$ cat src/rtl/dmux_router_if.sv
// Handshake bundle between one producer, the router and N consumers.
// The slave side is the router; the master side drives words in and drains channels.
interface dmux_router_if #(
    parameter int unsigned WIDTH = 16,
    parameter int unsigned N     = 8,
    parameter int unsigned SEL_W = $clog2(N)
);
    logic                 in_valid;
    logic                 in_ready;
    logic [WIDTH-1:0]     in_data;
    logic [SEL_W-1:0]     in_sel;
    logic                 in_bcast;
    logic [N-1:0]         out_valid;
    logic [N-1:0]         out_ready;
    logic [N*WIDTH-1:0]   out_data;
    logic [7:0]           drop_count;

    modport slave (
        input  in_valid, in_data, in_sel, in_bcast, out_ready,
        output in_ready, out_valid, out_data, drop_count
    );

    modport master (
        output in_valid, in_data, in_sel, in_bcast, out_ready,
        input  in_ready, out_valid, out_data, drop_count
    );
endinterface

$ cat src/rtl/dmux_router.sv
// Registered 1-to-N word router with per-channel one-deep output registers,
// unicast/broadcast delivery and a saturating counter of words sent to absent channels.
module dmux_router #(
    parameter int unsigned WIDTH = 16,
    parameter int unsigned N     = 8,
    parameter int unsigned SEL_W = $clog2(N)
) (
    input  logic           clk,
    input  logic           reset,
    dmux_router_if.slave   bus
);
    localparam int unsigned DW = N * WIDTH;

    logic [N-1:0]  full_q, full_d;
    logic [DW-1:0] data_q, data_d;
    logic [7:0]    drop_q, drop_d;

    logic [N-1:0]  free_c;
    logic [N-1:0]  load_c;
    logic          sel_legal_c;
    logic          sel_free_c;
    logic          ready_c;
    logic          accept_c;

    // Handshake decode: which channels can take a word and whether this one is accepted.
    always_comb begin
        free_c      = ~full_q | bus.out_ready;
        sel_legal_c = 1'b0;
        sel_free_c  = 1'b0;
        for (int unsigned k = 0; k < N; k++) begin
            if (bus.in_sel == SEL_W'(k)) begin
                sel_legal_c = 1'b1;
                sel_free_c  = free_c[k];
            end
        end

        if (bus.in_bcast)
            ready_c = &free_c;
        else if (sel_legal_c)
            ready_c = sel_free_c;
        else
            ready_c = 1'b1;

        accept_c = bus.in_valid & ready_c;
    end

    // Next state: a load in the same cycle as a drain keeps the channel full.
    always_comb begin
        load_c = '0;
        data_d = data_q;
        for (int unsigned k = 0; k < N; k++) begin
            load_c[k] = accept_c & (bus.in_bcast | (sel_legal_c & (bus.in_sel == SEL_W'(k))));
            if (load_c[k])
                data_d[k*WIDTH +: WIDTH] = bus.in_data;
        end
        full_d = (full_q & ~bus.out_ready) | load_c;

        drop_d = drop_q;
        if (accept_c && !bus.in_bcast && !sel_legal_c && drop_q != 8'hFF)
            drop_d = drop_q + 8'd1;
    end

    always_ff @(posedge clk or posedge reset) begin
        if (reset) begin
            full_q <= '0;
            data_q <= '0;
            drop_q <= '0;
        end else begin
            full_q <= full_d;
            data_q <= data_d;
            drop_q <= drop_d;
        end
    end

    assign bus.in_ready   = ready_c;
    assign bus.out_valid  = full_q;
    assign bus.out_data   = data_q;
    assign bus.drop_count = drop_q;
endmodule
$ cat src/flat_wrapper.sv
// flat-port wrapper written by rule: the top's interface ports become plain ports
module dmux_router_flat 
#(
    parameter int unsigned WIDTH = 16,
    parameter int unsigned N     = 8,
    parameter int unsigned SEL_W = $clog2(N)
)
  (clk, reset, bus_in_valid, bus_in_data, bus_in_sel, bus_in_bcast, bus_out_ready, bus_in_ready, bus_out_valid, bus_out_data, bus_drop_count);
  dmux_router_if #(.WIDTH(WIDTH), .N(N), .SEL_W(SEL_W)) bus_i ();
  input  logic clk;
  input  logic reset;
  input wire logic [$bits(bus_i.in_valid)-1:0] bus_in_valid;
  input wire logic [$bits(bus_i.in_data)-1:0] bus_in_data;
  input wire logic [$bits(bus_i.in_sel)-1:0] bus_in_sel;
  input wire logic [$bits(bus_i.in_bcast)-1:0] bus_in_bcast;
  input wire logic [$bits(bus_i.out_ready)-1:0] bus_out_ready;
  output wire logic [$bits(bus_i.in_ready)-1:0] bus_in_ready;
  output wire logic [$bits(bus_i.out_valid)-1:0] bus_out_valid;
  output wire logic [$bits(bus_i.out_data)-1:0] bus_out_data;
  output wire logic [$bits(bus_i.drop_count)-1:0] bus_drop_count;
  assign bus_i.in_valid = bus_in_valid;
  assign bus_i.in_data = bus_in_data;
  assign bus_i.in_sel = bus_in_sel;
  assign bus_i.in_bcast = bus_in_bcast;
  assign bus_i.out_ready = bus_out_ready;
  assign bus_in_ready = bus_i.in_ready;
  assign bus_out_valid = bus_i.out_valid;
  assign bus_out_data = bus_i.out_data;
  assign bus_drop_count = bus_i.drop_count;
  dmux_router #(.WIDTH(WIDTH), .N(N), .SEL_W(SEL_W)) u_core (.clk(clk), .reset(reset), .bus(bus_i));
endmodule
$ cat config.mk
export PLATFORM = sky130hd
export DESIGN_NAME = dmux_router_flat
export DESIGN_NICKNAME = d
export VERILOG_FILES = /design/src/rtl/dmux_router_if.sv /design/src/rtl/dmux_router.sv /design/src/flat_wrapper.sv
export SDC_FILE = /design/constraint.sdc
export NUM_CORES = 1
export LEC_CHECK = 0
export ABC_CLOCK_PERIOD_IN_PS = 13300
export CORE_UTILIZATION = 40
export CTS_BUF_LIST = sky130_fd_sc_hd__clkbuf_2 sky130_fd_sc_hd__clkbuf_4 sky130_fd_sc_hd__clkbuf_8
export CTS_CLUSTER_DIAMETER = 100
export DETAILED_ROUTE_END_ITERATION = 8
export HOLD_SLACK_MARGIN = 0.1
export PLACE_DENSITY = 0.69
export SLEW_MARGIN = 15
export SYNTH_ARGS = -nofsm -noshare
export SYNTH_HDL_FRONTEND = slang
export SYNTH_SLANG_ARGS = --single-unit
$ cat constraint.sdc
create_clock -name clk -period 13.3 [get_ports clk]
set_input_delay 1.995 -clock clk [delete_from_list [all_inputs] [get_ports clk]]
set_output_delay 1.995 -clock clk [all_outputs]
set_load 0.05 [all_outputs]
==> flow_results.xml, run 1 <==
<?xml version="1.0" encoding="UTF-8"?>
<metrics>
  <group name="synthesis">
    <metric name="seq_area_frac_synth" unit="">0.6015</metric>
    <metric name="synth_area_per_cell" unit="µm²">17.26</metric>
    <metric name="synth_cell_type_count" unit="">29</metric>
    <metric name="synthesis.nets" unit="">378</metric>
    <metric name="synthCells" unit="">347</metric>
    <metric name="syn-cell-area" unit="µm²">5991</metric>
    <metric name="synth_seq_cells" unit="">144</metric>
    <metric name="yosys_warnings" unit="">0</metric>
  </group>
  <group name="timing">
    <metric name="max_slew_margin" unit="">0.3743</metric>
    <metric name="setup-violations-final" unit="">0</metric>
    <metric name="grt_setup_unrepaired" unit="">no</metric>
    <metric name="period_needed" unit="ps">6584</metric>
    <metric name="timing.final.crit_share" unit="">0.4951</metric>
    <metric name="fin_skew" unit="ps">11.36</metric>
    <metric name="tightestPinTransition" unit="ps">938.6</metric>
    <metric name="fin_setup_tns" unit="ps">0</metric>
    <metric name="report.final.slew_viol_count" unit="">0</metric>
    <metric name="final-hold-violation-count" unit="">0</metric>
    <metric name="fmax" unit="MHz">151.9</metric>
  </group>
  <group name="route">
    <metric name="num_vias" unit="">3599</metric>
    <metric name="drt_first_pass_iters" unit="">4</metric>
    <metric name="drt-vias-per-instance" unit="">4.950</metric>
    <metric name="residual_drc_count" unit="">0</metric>
    <metric name="drtAntennaViolNets" unit="">0</metric>
    <metric name="wirelength" unit="mm">14.04</metric>
    <metric name="initialDrtViolationCount" unit="">118</metric>
    <metric name="drt_wl_cell" unit="µm">19.31</metric>
  </group>
  <group name="die">
    <metric name="floorplan.die.height" unit="µm">124.4</metric>
    <metric name="fp.dieW" unit="µm">124.4</metric>
    <metric name="floorplan.die_area" unit="µm²">15470</metric>
    <metric name="initial_core_util" unit="">0.4106</metric>
    <metric name="core_region_area" unit="µm²">14590</metric>
    <metric name="floorplan.io_pins" unit="">176</metric>
    <metric name="num_rows" unit="">44</metric>
  </group>
  <group name="global_routing">
    <metric name="grt_max_degree" unit="">78</metric>
    <metric name="grt_pass1_vias" unit="">3765</metric>
    <metric name="grt_first_pass_wirelength" unit="mm">22.64</metric>
    <metric name="grt_antenna_before_repair" unit="">1</metric>
    <metric name="grt-ovfl-total" unit="">0</metric>
    <metric name="grtUsageTotal" unit="">0.1907</metric>
  </group>
  <group name="critical_path">
    <metric name="critical_path.startpoint_type" unit="">input port</metric>
    <metric name="arrival" unit="ps">4590</metric>
    <metric name="cp.required" unit="ps">11310</metric>
    <metric name="critPathCaptureType" unit="">output port</metric>
    <metric name="critPathKind" unit="">input port to output port</metric>
    <metric name="crit_path_max_fanout" unit="">9</metric>
  </group>
  <group name="placement">
    <metric name="hpwlAfterDp" unit="mm">9.581</metric>
    <metric name="port-buffer-count" unit="">175</metric>
    <metric name="placer_congestion_estimate" unit="">0.7934</metric>
  </group>
  <group name="cts">
    <metric name="clock_buffer_depth" unit="">2</metric>
    <metric name="cts_tree" unit="">built</metric>
    <metric name="cts_made_buffers" unit="">17</metric>
    <metric name="cts.repair.resized" unit="">0</metric>
    <metric name="clkLatencyLatePin" unit="ps">430</metric>
    <metric name="clk_root_buffer_cell" unit="">clkbuf_8</metric>
    <metric name="postCtsSetupRepairBufs" unit="">0</metric>
    <metric name="clock_tree.htree_level_count" unit="">4</metric>
    <metric name="cts.sinks" unit="">144</metric>
    <metric name="cts_clock_pin_slew_for_the_worst_setup_and_hold_paths" unit="ps">70</metric>
    <metric name="ctsHoldBuffers" unit="">0</metric>
  </group>
  <group name="layout">
    <metric name="final_cell_mix" unit="">clkdlybuf4s50_1 (175), dfrtp_1 (144), mux2_4 (72)</metric>
    <metric name="fillerInstances" unit="">1170</metric>
    <metric name="antenna_diode_instance_count" unit="">0</metric>
    <metric name="final_nets" unit="">563</metric>
    <metric name="fraction_of_layout_instances_using_a_drive_strength_above_1" unit="">0.3425</metric>
    <metric name="layout.cells.most_common" unit="">clkdlybuf4s50_1</metric>
    <metric name="synthToLayoutAreaGrowth" unit="%">38.62</metric>
  </group>
  <group name="status">
    <metric name="status" unit="">finished clean</metric>
  </group>
  <group name="hold_path">
    <metric name="timing.hold.worst.class" unit="">flop to flop</metric>
  </group>
  <group name="job">
    <metric name="max-cap-violations" unit="">0</metric>
  </group>
</metrics>
-- layout make-up --
| class | instances | area (µm²) | share of cell area |
|---|---|---|---|
| Inverter | 2 | 12.51 | 0.001507 |
| Clock buffer | 20 | 275.3 | 0.03315 |
| Clock inverter | 10 | 111.4 | 0.01341 |
| Timing Repair Buffer | 184 | 1819 | 0.2191 |
| Sequential cell | 144 | 3603 | 0.4339 |
| Multi-Input combinational cell | 183 | 2252 | 0.2712 |
| Tap cell | 184 | 230.2 | 0.02772 |
-- worst max-delay path, stage by stage --
cell	delay, ps
clkdlybuf4s50_1	470
or2b_4	260
o22ai_4	70
o32ai_4	790
a22oi_1	240
clkdlybuf4s50_1	750
-- path summary, 6_finish.rpt --
path	start	end	slack, ps	cells after the start
hold reg to reg	u_core.bus.drop_count[0]	u_core.bus.drop_count[0]	380	0
min in group asynchronous	reset	u_core.bus.out_data[28]	2010	2
hold / removal	u_core.bus.drop_count[0]	u_core.bus.drop_count[0]	380	0
setup / recovery	bus_in_sel[2]	bus_in_ready	6720	6
max in group asynchronous	reset	u_core.bus.out_data[102]	9910	3
setup reg to reg	u_core.bus.out_valid[0]	u_core.bus.out_data[40]	10600	6
-- Yosys cell counts --
cell type | number | area (µm²)
and2b_1 | 2 | 15.01
mux2_4 | 72 | 1081
nor4_4 | 2 | 42.54
clkbuf_1 | 10 | 37.54
a21oi_4 | 1 | 16.27
a32oi_1 | 4 | 35.03
or2_1 | 8 | 50.05
buf_6 | 8 | 90.09
nor2b_1 | 6 | 37.54
a22oi_1 | 1 | 7.510
nand2b_1 | 1 | 6.260
nand2_1 | 2 | 7.510
inv_1 | 1 | 3.750
o32ai_4 | 1 | 27.53
mux2_2 | 56 | 630.6
nor2_1 | 5 | 18.77
inv_2 | 1 | 3.750
or2_2 | 1 | 6.260
o22ai_1 | 1 | 6.260
mux2i_1 | 1 | 10.01
a211oi_4 | 8 | 160.2
and2b_2 | 1 | 8.760
a31oi_1 | 4 | 25.02
o22ai_4 | 1 | 20.02
nor3_1 | 2 | 10.01
nor2b_4 | 1 | 13.76
dfrtp_1 | 144 | 3603
o21ai_1 | 1 | 5.000
or2b_4 | 1 | 11.26
-- per-stage QoR --
stage               area (µm²)  utilization  setup WS [ps]  cells  hold slack (ps)
finish                    8304       0.5692           6716    727            375.6
floorplan                 5991            -           7439    347            739.3
global placement          7918       0.5427           6774    697            366.1
global route              8304       0.5692           6663    727            392.2
detailed placement        7918       0.5427           6727    697            364.5
CTS                       8304       0.5692           6716    727            381.8
-- layer usage --
layer / vias to the layer above / share of wire / routed length [µm] / global-route usage
met3: 14 / 0.086 / 1214 / 0.07904
met5: - / 0 / 0 / 0
li1: 1601 / - / - / -
met4: 0 / 0.010 / 146 / 0.05528
met2: 153 / 0.43 / 6097 / 0.2668
met1: 1831 / 0.47 / 6584 / 0.2688
-- registers in the layout, summed over array words and instances, names as in the netlist --
name	flops
u_core.bus.out_data	128
u_core.bus.drop_count	8
u_core.bus.out_valid	8
-- cells by family after synthesis --
| group | after synthesis | synth area share |
|---|---|---|
| compound gates | 22 | 0.05054 |
| buf+inv | 20 | 0.02256 |
| flops | 144 | 0.6015 |
| mux | 129 | 0.2874 |
| simple gates | 32 | 0.03801 |
Power of run 1 is not shown: default switching activity piles up to over one toggle a cycle in this logic, so the estimate is an artifact.
==> run 2, diff against run 1 <==
ABC_CLOCK_PERIOD_IN_PS = 6880   (was 13300)
clock period = 6.88 ns   (was 13.3 ns; I/O delays follow)
==> flow_results.xml, run 2 (synthesis results as in run 1) <==
<?xml version="1.0" encoding="UTF-8"?>
<metrics>
  <group name="status">
    <metric name="status" unit="">finished clean</metric>
  </group>
  <group name="critical_path">
    <metric name="worst_path_most_repeated_cell" unit="">clkdlybuf4s50_1</metric>
    <metric name="slowest_stage_cell_cp" unit="">o32ai_4</metric>
    <metric name="critPathKind" unit="">input port to output port</metric>
    <metric name="slowest_stage_delay_cp" unit="ps">780</metric>
    <metric name="arrival" unit="ps">3600</metric>
    <metric name="crit_path_max_fanout" unit="">9</metric>
    <metric name="critPathCaptureType" unit="">output port</metric>
    <metric name="critical_path.startpoint_type" unit="">input port</metric>
    <metric name="cell_chain_of_the_critical_path" unit="">clkdlybuf4s50_1 -&gt; or2b_4 -&gt; o22ai_4 -&gt; o32ai_4 -&gt; a22oi_1 -&gt; clkdlybuf4s50_1</metric>
    <metric name="cp.required" unit="ps">5850</metric>
  </group>
  <group name="cts">
    <metric name="clkLatencyLatePin" unit="ps">460</metric>
    <metric name="clock_tree.htree_level_count" unit="">4</metric>
    <metric name="clk_root_buffer_cell" unit="">clkbuf_8</metric>
    <metric name="cts_clock_pin_slew_for_the_worst_setup_and_hold_paths" unit="ps">70</metric>
    <metric name="ctsHoldBuffers" unit="">0</metric>
    <metric name="cts.sinks" unit="">144</metric>
    <metric name="cts_made_buffers" unit="">17</metric>
    <metric name="cts_tree" unit="">built</metric>
    <metric name="postCtsSetupRepairBufs" unit="">0</metric>
    <metric name="cts.repair.resized" unit="">0</metric>
    <metric name="clock_buffer_depth" unit="">2</metric>
  </group>
  <group name="timing">
    <metric name="fin_skew" unit="ps">11.88</metric>
    <metric name="period_needed" unit="ps">4630</metric>
    <metric name="grt_setup_unrepaired" unit="">no</metric>
    <metric name="timing.final.crit_share" unit="">0.6730</metric>
    <metric name="report.final.slew_viol_count" unit="">0</metric>
    <metric name="tightestPinTransition" unit="ps">957.6</metric>
    <metric name="final-hold-violation-count" unit="">0</metric>
    <metric name="fin_setup_tns" unit="ps">0</metric>
    <metric name="fmax" unit="MHz">216.0</metric>
    <metric name="setup-violations-final" unit="">0</metric>
    <metric name="max_slew_margin" unit="">0.3616</metric>
  </group>
  <group name="layout">
    <metric name="layout.cells.most_common" unit="">clkdlybuf4s50_1</metric>
    <metric name="largest_reg_flops" unit="">128</metric>
    <metric name="final_nets" unit="">563</metric>
    <metric name="number_of_cells_in_the_finished_layout_apart_from_fillers" unit="">729</metric>
    <metric name="final_cell_mix" unit="">clkdlybuf4s50_1 (175), dfrtp_1 (144), mux2_4 (72)</metric>
    <metric name="fraction_of_layout_instances_using_a_drive_strength_above_1" unit="">0.3438</metric>
    <metric name="synthToLayoutAreaGrowth" unit="%">38.72</metric>
    <metric name="fillerInstances" unit="">1143</metric>
  </group>
  <group name="route">
    <metric name="residual_drc_count" unit="">0</metric>
    <metric name="num_vias" unit="">3613</metric>
    <metric name="drt_first_pass_iters" unit="">6</metric>
    <metric name="drt_wl_cell" unit="µm">19.48</metric>
    <metric name="initialDrtViolationCount" unit="">122</metric>
    <metric name="drtAntennaViolNets" unit="">0</metric>
    <metric name="drt-vias-per-instance" unit="">4.956</metric>
    <metric name="wirelength" unit="mm">14.20</metric>
  </group>
  <group name="placement">
    <metric name="hpwlAfterDp" unit="mm">9.729</metric>
    <metric name="placed_cells_incl_taps" unit="">697</metric>
    <metric name="port-buffer-count" unit="">175</metric>
    <metric name="placer_congestion_estimate" unit="">0.7889</metric>
  </group>
  <group name="global_routing">
    <metric name="grt_max_degree" unit="">79</metric>
    <metric name="grt_first_pass_wirelength" unit="mm">23.03</metric>
    <metric name="grt_pass1_vias" unit="">3905</metric>
    <metric name="grtUsageTotal" unit="">0.1958</metric>
    <metric name="grt-ovfl-total" unit="">0</metric>
    <metric name="grt_antenna_before_repair" unit="">1</metric>
  </group>
  <group name="die">
    <metric name="num_rows" unit="">44</metric>
    <metric name="initial_core_util" unit="">0.4106</metric>
    <metric name="floorplan.die.height" unit="µm">124.4</metric>
    <metric name="floorplan.io_pins" unit="">176</metric>
    <metric name="fp.dieW" unit="µm">124.4</metric>
    <metric name="floorplan.die_area" unit="µm²">15470</metric>
    <metric name="core_region_area" unit="µm²">14590</metric>
  </group>
  <group name="hold_path">
    <metric name="timing.hold.worst.class" unit="">flop to flop</metric>
  </group>
  <group name="job">
    <metric name="max-cap-violations" unit="">0</metric>
  </group>
</metrics>
## run 2: changes by cell type in the layout (fill, tap and decap cells not counted), sizes merged
cell    previous run  this run
clkbuf            20        23
inv                3         2
diode              0         1
bufinv             2         1
## run 2: stage by stage
stage	cell area [µm²]	worst slack, ps	hold slack (ps)	utilization
CTS	8308	2231	383.5	0.5695
finish	8310	2250	380.6	0.5696
detailed placement	7918	2243	365.1	0.5427
global placement	7918	2288	366.7	0.5427
floorplan	5991	1982	739.3	-
global route	8308	2154	391.4	0.5695
## run 2: final timing paths
path,slack (ps),cells past startpoint,end,start
hold reg to reg,380,0,u_core.bus.drop_count[2],u_core.bus.drop_count[2]
setup reg to reg,4160,6,u_core.bus.out_data[96],u_core.bus.out_valid[0]
hold / removal,380,0,u_core.bus.drop_count[2],u_core.bus.drop_count[2]
max in group asynchronous,4460,3,u_core.bus.out_data[20],reset
min in group asynchronous,1040,2,u_core.bus.out_data[30],reset
setup / recovery,2250,6,bus_in_ready,bus_in_sel[2]
## run 2: routing by layer
layer | GRT usage | share of wire | up-vias
li1 | - | - | 1602
met1 | 0.2560 | 0.46 | 1835
met2 | 0.2821 | 0.43 | 156
met3 | 0.08677 | 0.096 | 20
met4 | 0.08079 | 0.017 | 0
met5 | 0 | 0 | -
## run 2: area by class of cell
cell class | instances | area [µm²] | share of cell area
Timing Repair Buffer | 184 | 1819 | 0.2189
Sequential cell | 144 | 3603 | 0.4336
Inverter | 2 | 12.51 | 0.001506
Antenna cell | 1 | 2.502 | 0.0003011
Clock inverter | 8 | 80.08 | 0.009636
Clock buffer | 23 | 310.3 | 0.03734
Multi-Input combinational cell | 183 | 2252 | 0.2710
Tap cell | 184 | 230.2 | 0.02770
## run 2: worst max-delay path: cells and delay by family
| family | cells | cell delay (ps) |
|---|---|---|
| AO/OA/AOI/OAI | 3 | 1080 |
| buffers and inverters | 2 | 1220 |
| AND/OR/NAND/NOR | 1 | 270 |
Power of run 2 is left out for the same reason.
==> run 3, diff against run 2 <==
ABC_CLOCK_PERIOD_IN_PS = 3900   (was 6880)
PLACE_DENSITY = 0.72   (was 0.69)
clock period = 3.9 ns   (was 6.88 ns; I/O delays follow)
==> flow_results.xml, run 3 (synthesis results as in run 1) <==
<?xml version="1.0" encoding="UTF-8"?>
<metrics>
  <group name="cts">
    <metric name="cts_clock_pin_slew_for_the_worst_setup_and_hold_paths" unit="ps">80</metric>
    <metric name="clock_tree.htree_level_count" unit="">4</metric>
    <metric name="cts.sinks" unit="">144</metric>
    <metric name="ctsHoldBuffers" unit="">0</metric>
    <metric name="clock_buffer_depth" unit="">2</metric>
    <metric name="cts_tree" unit="">built</metric>
    <metric name="cts.repair.resized" unit="">0</metric>
    <metric name="clk_root_buffer_cell" unit="">clkbuf_8</metric>
    <metric name="postCtsSetupRepairBufs" unit="">0</metric>
    <metric name="cts_made_buffers" unit="">17</metric>
    <metric name="clkLatencyLatePin" unit="ps">440</metric>
  </group>
  <group name="route">
    <metric name="drtAntennaViolNets" unit="">0</metric>
    <metric name="initialDrtViolationCount" unit="">177</metric>
    <metric name="residual_drc_count" unit="">0</metric>
    <metric name="drt_first_pass_iters" unit="">4</metric>
    <metric name="num_vias" unit="">3622</metric>
    <metric name="drt-vias-per-instance" unit="">4.921</metric>
    <metric name="wirelength" unit="mm">14.57</metric>
    <metric name="drt_wl_cell" unit="µm">19.79</metric>
  </group>
  <group name="timing">
    <metric name="period_needed" unit="ps">3558</metric>
    <metric name="tightestPinTransition" unit="ps">853.9</metric>
    <metric name="setup-violations-final" unit="">0</metric>
    <metric name="report.final.slew_viol_count" unit="">0</metric>
    <metric name="fmax" unit="MHz">281.1</metric>
    <metric name="fin_skew" unit="ps">10.05</metric>
    <metric name="timing.final.crit_share" unit="">0.9122</metric>
    <metric name="fin_setup_tns" unit="ps">0</metric>
    <metric name="grt_setup_unrepaired" unit="">no</metric>
    <metric name="final-hold-violation-count" unit="">0</metric>
    <metric name="max_slew_margin" unit="">0.4307</metric>
  </group>
  <group name="global_routing">
    <metric name="grt-ovfl-total" unit="">0</metric>
    <metric name="grt_max_degree" unit="">145</metric>
    <metric name="grt_pass1_vias" unit="">3939</metric>
    <metric name="grtUsageTotal" unit="">0.1975</metric>
    <metric name="grt_antenna_before_repair" unit="">0</metric>
    <metric name="grt_first_pass_wirelength" unit="mm">23.06</metric>
  </group>
  <group name="layout">
    <metric name="final_nets" unit="">570</metric>
    <metric name="synthToLayoutAreaGrowth" unit="%">40.06</metric>
    <metric name="utilization" unit="">0.5751</metric>
    <metric name="final_cell_mix" unit="">clkdlybuf4s50_1 (175), dfrtp_1 (144), mux2_4 (72)</metric>
    <metric name="fraction_of_layout_instances_using_a_drive_strength_above_1" unit="">0.3533</metric>
    <metric name="number_of_cells_in_the_finished_layout_apart_from_fillers" unit="">736</metric>
    <metric name="layout.cells.most_common" unit="">clkdlybuf4s50_1</metric>
    <metric name="antenna_diode_instance_count" unit="">0</metric>
    <metric name="largest_reg_flops" unit="">128</metric>
  </group>
  <group name="placement">
    <metric name="placed_cells_incl_taps" unit="">704</metric>
    <metric name="hpwlAfterDp" unit="mm">9.653</metric>
    <metric name="placer_congestion_estimate" unit="">0.8090</metric>
    <metric name="port-buffer-count" unit="">175</metric>
  </group>
  <group name="die">
    <metric name="core_region_area" unit="µm²">14590</metric>
    <metric name="floorplan.die.height" unit="µm">124.4</metric>
    <metric name="floorplan.die_area" unit="µm²">15470</metric>
    <metric name="fp.dieW" unit="µm">124.4</metric>
    <metric name="floorplan.io_pins" unit="">176</metric>
    <metric name="num_rows" unit="">44</metric>
    <metric name="initial_core_util" unit="">0.4106</metric>
  </group>
  <group name="status">
    <metric name="status" unit="">finished clean</metric>
  </group>
  <group name="critical_path">
    <metric name="critPathKind" unit="">input port to output port</metric>
    <metric name="cp.required" unit="ps">3310</metric>
    <metric name="critPathCaptureType" unit="">output port</metric>
    <metric name="critical_path.startpoint_type" unit="">input port</metric>
    <metric name="regToRegSetupSlack" unit="ps">1310</metric>
    <metric name="arrival" unit="ps">2970</metric>
    <metric name="crit_path_max_fanout" unit="">9</metric>
  </group>
  <group name="hold_path">
    <metric name="timing.hold.worst.class" unit="">flop to flop</metric>
  </group>
  <group name="job">
    <metric name="max-cap-violations" unit="">0</metric>
  </group>
</metrics>
## run 3: metrics by stage
step	hold WS, ps	setup slack, ps	instance area [µm²]
after floorplan	733.0	1042	5995
after global placement	364.8	453.5	7981
after detailed placement	364.5	360.7	7981
after CTS	384.6	357.5	8391
after global routing	395.8	249.7	8391
final	378.7	342.2	8391
## run 3: cell type report
type	instances	area, µm²
fill	1137	6198
sequential	144	3603
multi-input combinational	183	2252
timing repair buffer	191	1884
clock buffer	19	261.5
tap	184	230.2
clock inverter	13	147.6
inverter	2	11.26
## run 3: final timing paths
path                                     startpoint                        to  cells after the start
setup / recovery                   bus_out_ready[1]              bus_in_ready                      6
hold / removal             u_core.bus.drop_count[6]  u_core.bus.drop_count[6]                      0
setup reg to reg            u_core.bus.out_valid[0]    u_core.bus.out_data[3]                      6
hold reg to reg            u_core.bus.drop_count[6]  u_core.bus.drop_count[6]                      0
max in group asynchronous                     reset   u_core.bus.out_data[47]                      3
min in group asynchronous                     reset   u_core.bus.out_data[40]                      3
## run 3: layer usage
layer  share of wire  wire (µm)  global-route usage  vias up
met2            0.47       6894              0.3016      143
li1                -          -                   -     1611
met4          0.0057         83             0.06662        0
met5               0          0                   0        -
met1            0.44       6430              0.2507     1860
met3           0.080       1159             0.08462        8
## run 3: worst max-delay path, cell delays in order
cell	delay (ps)
clkdlybuf4s50_1	440
nor2b_1	320
mux2i_1	190
a21oi_4	520
a22oi_1	190
clkdlybuf4s50_1	740
Power of run 3 is left out for the same reason.
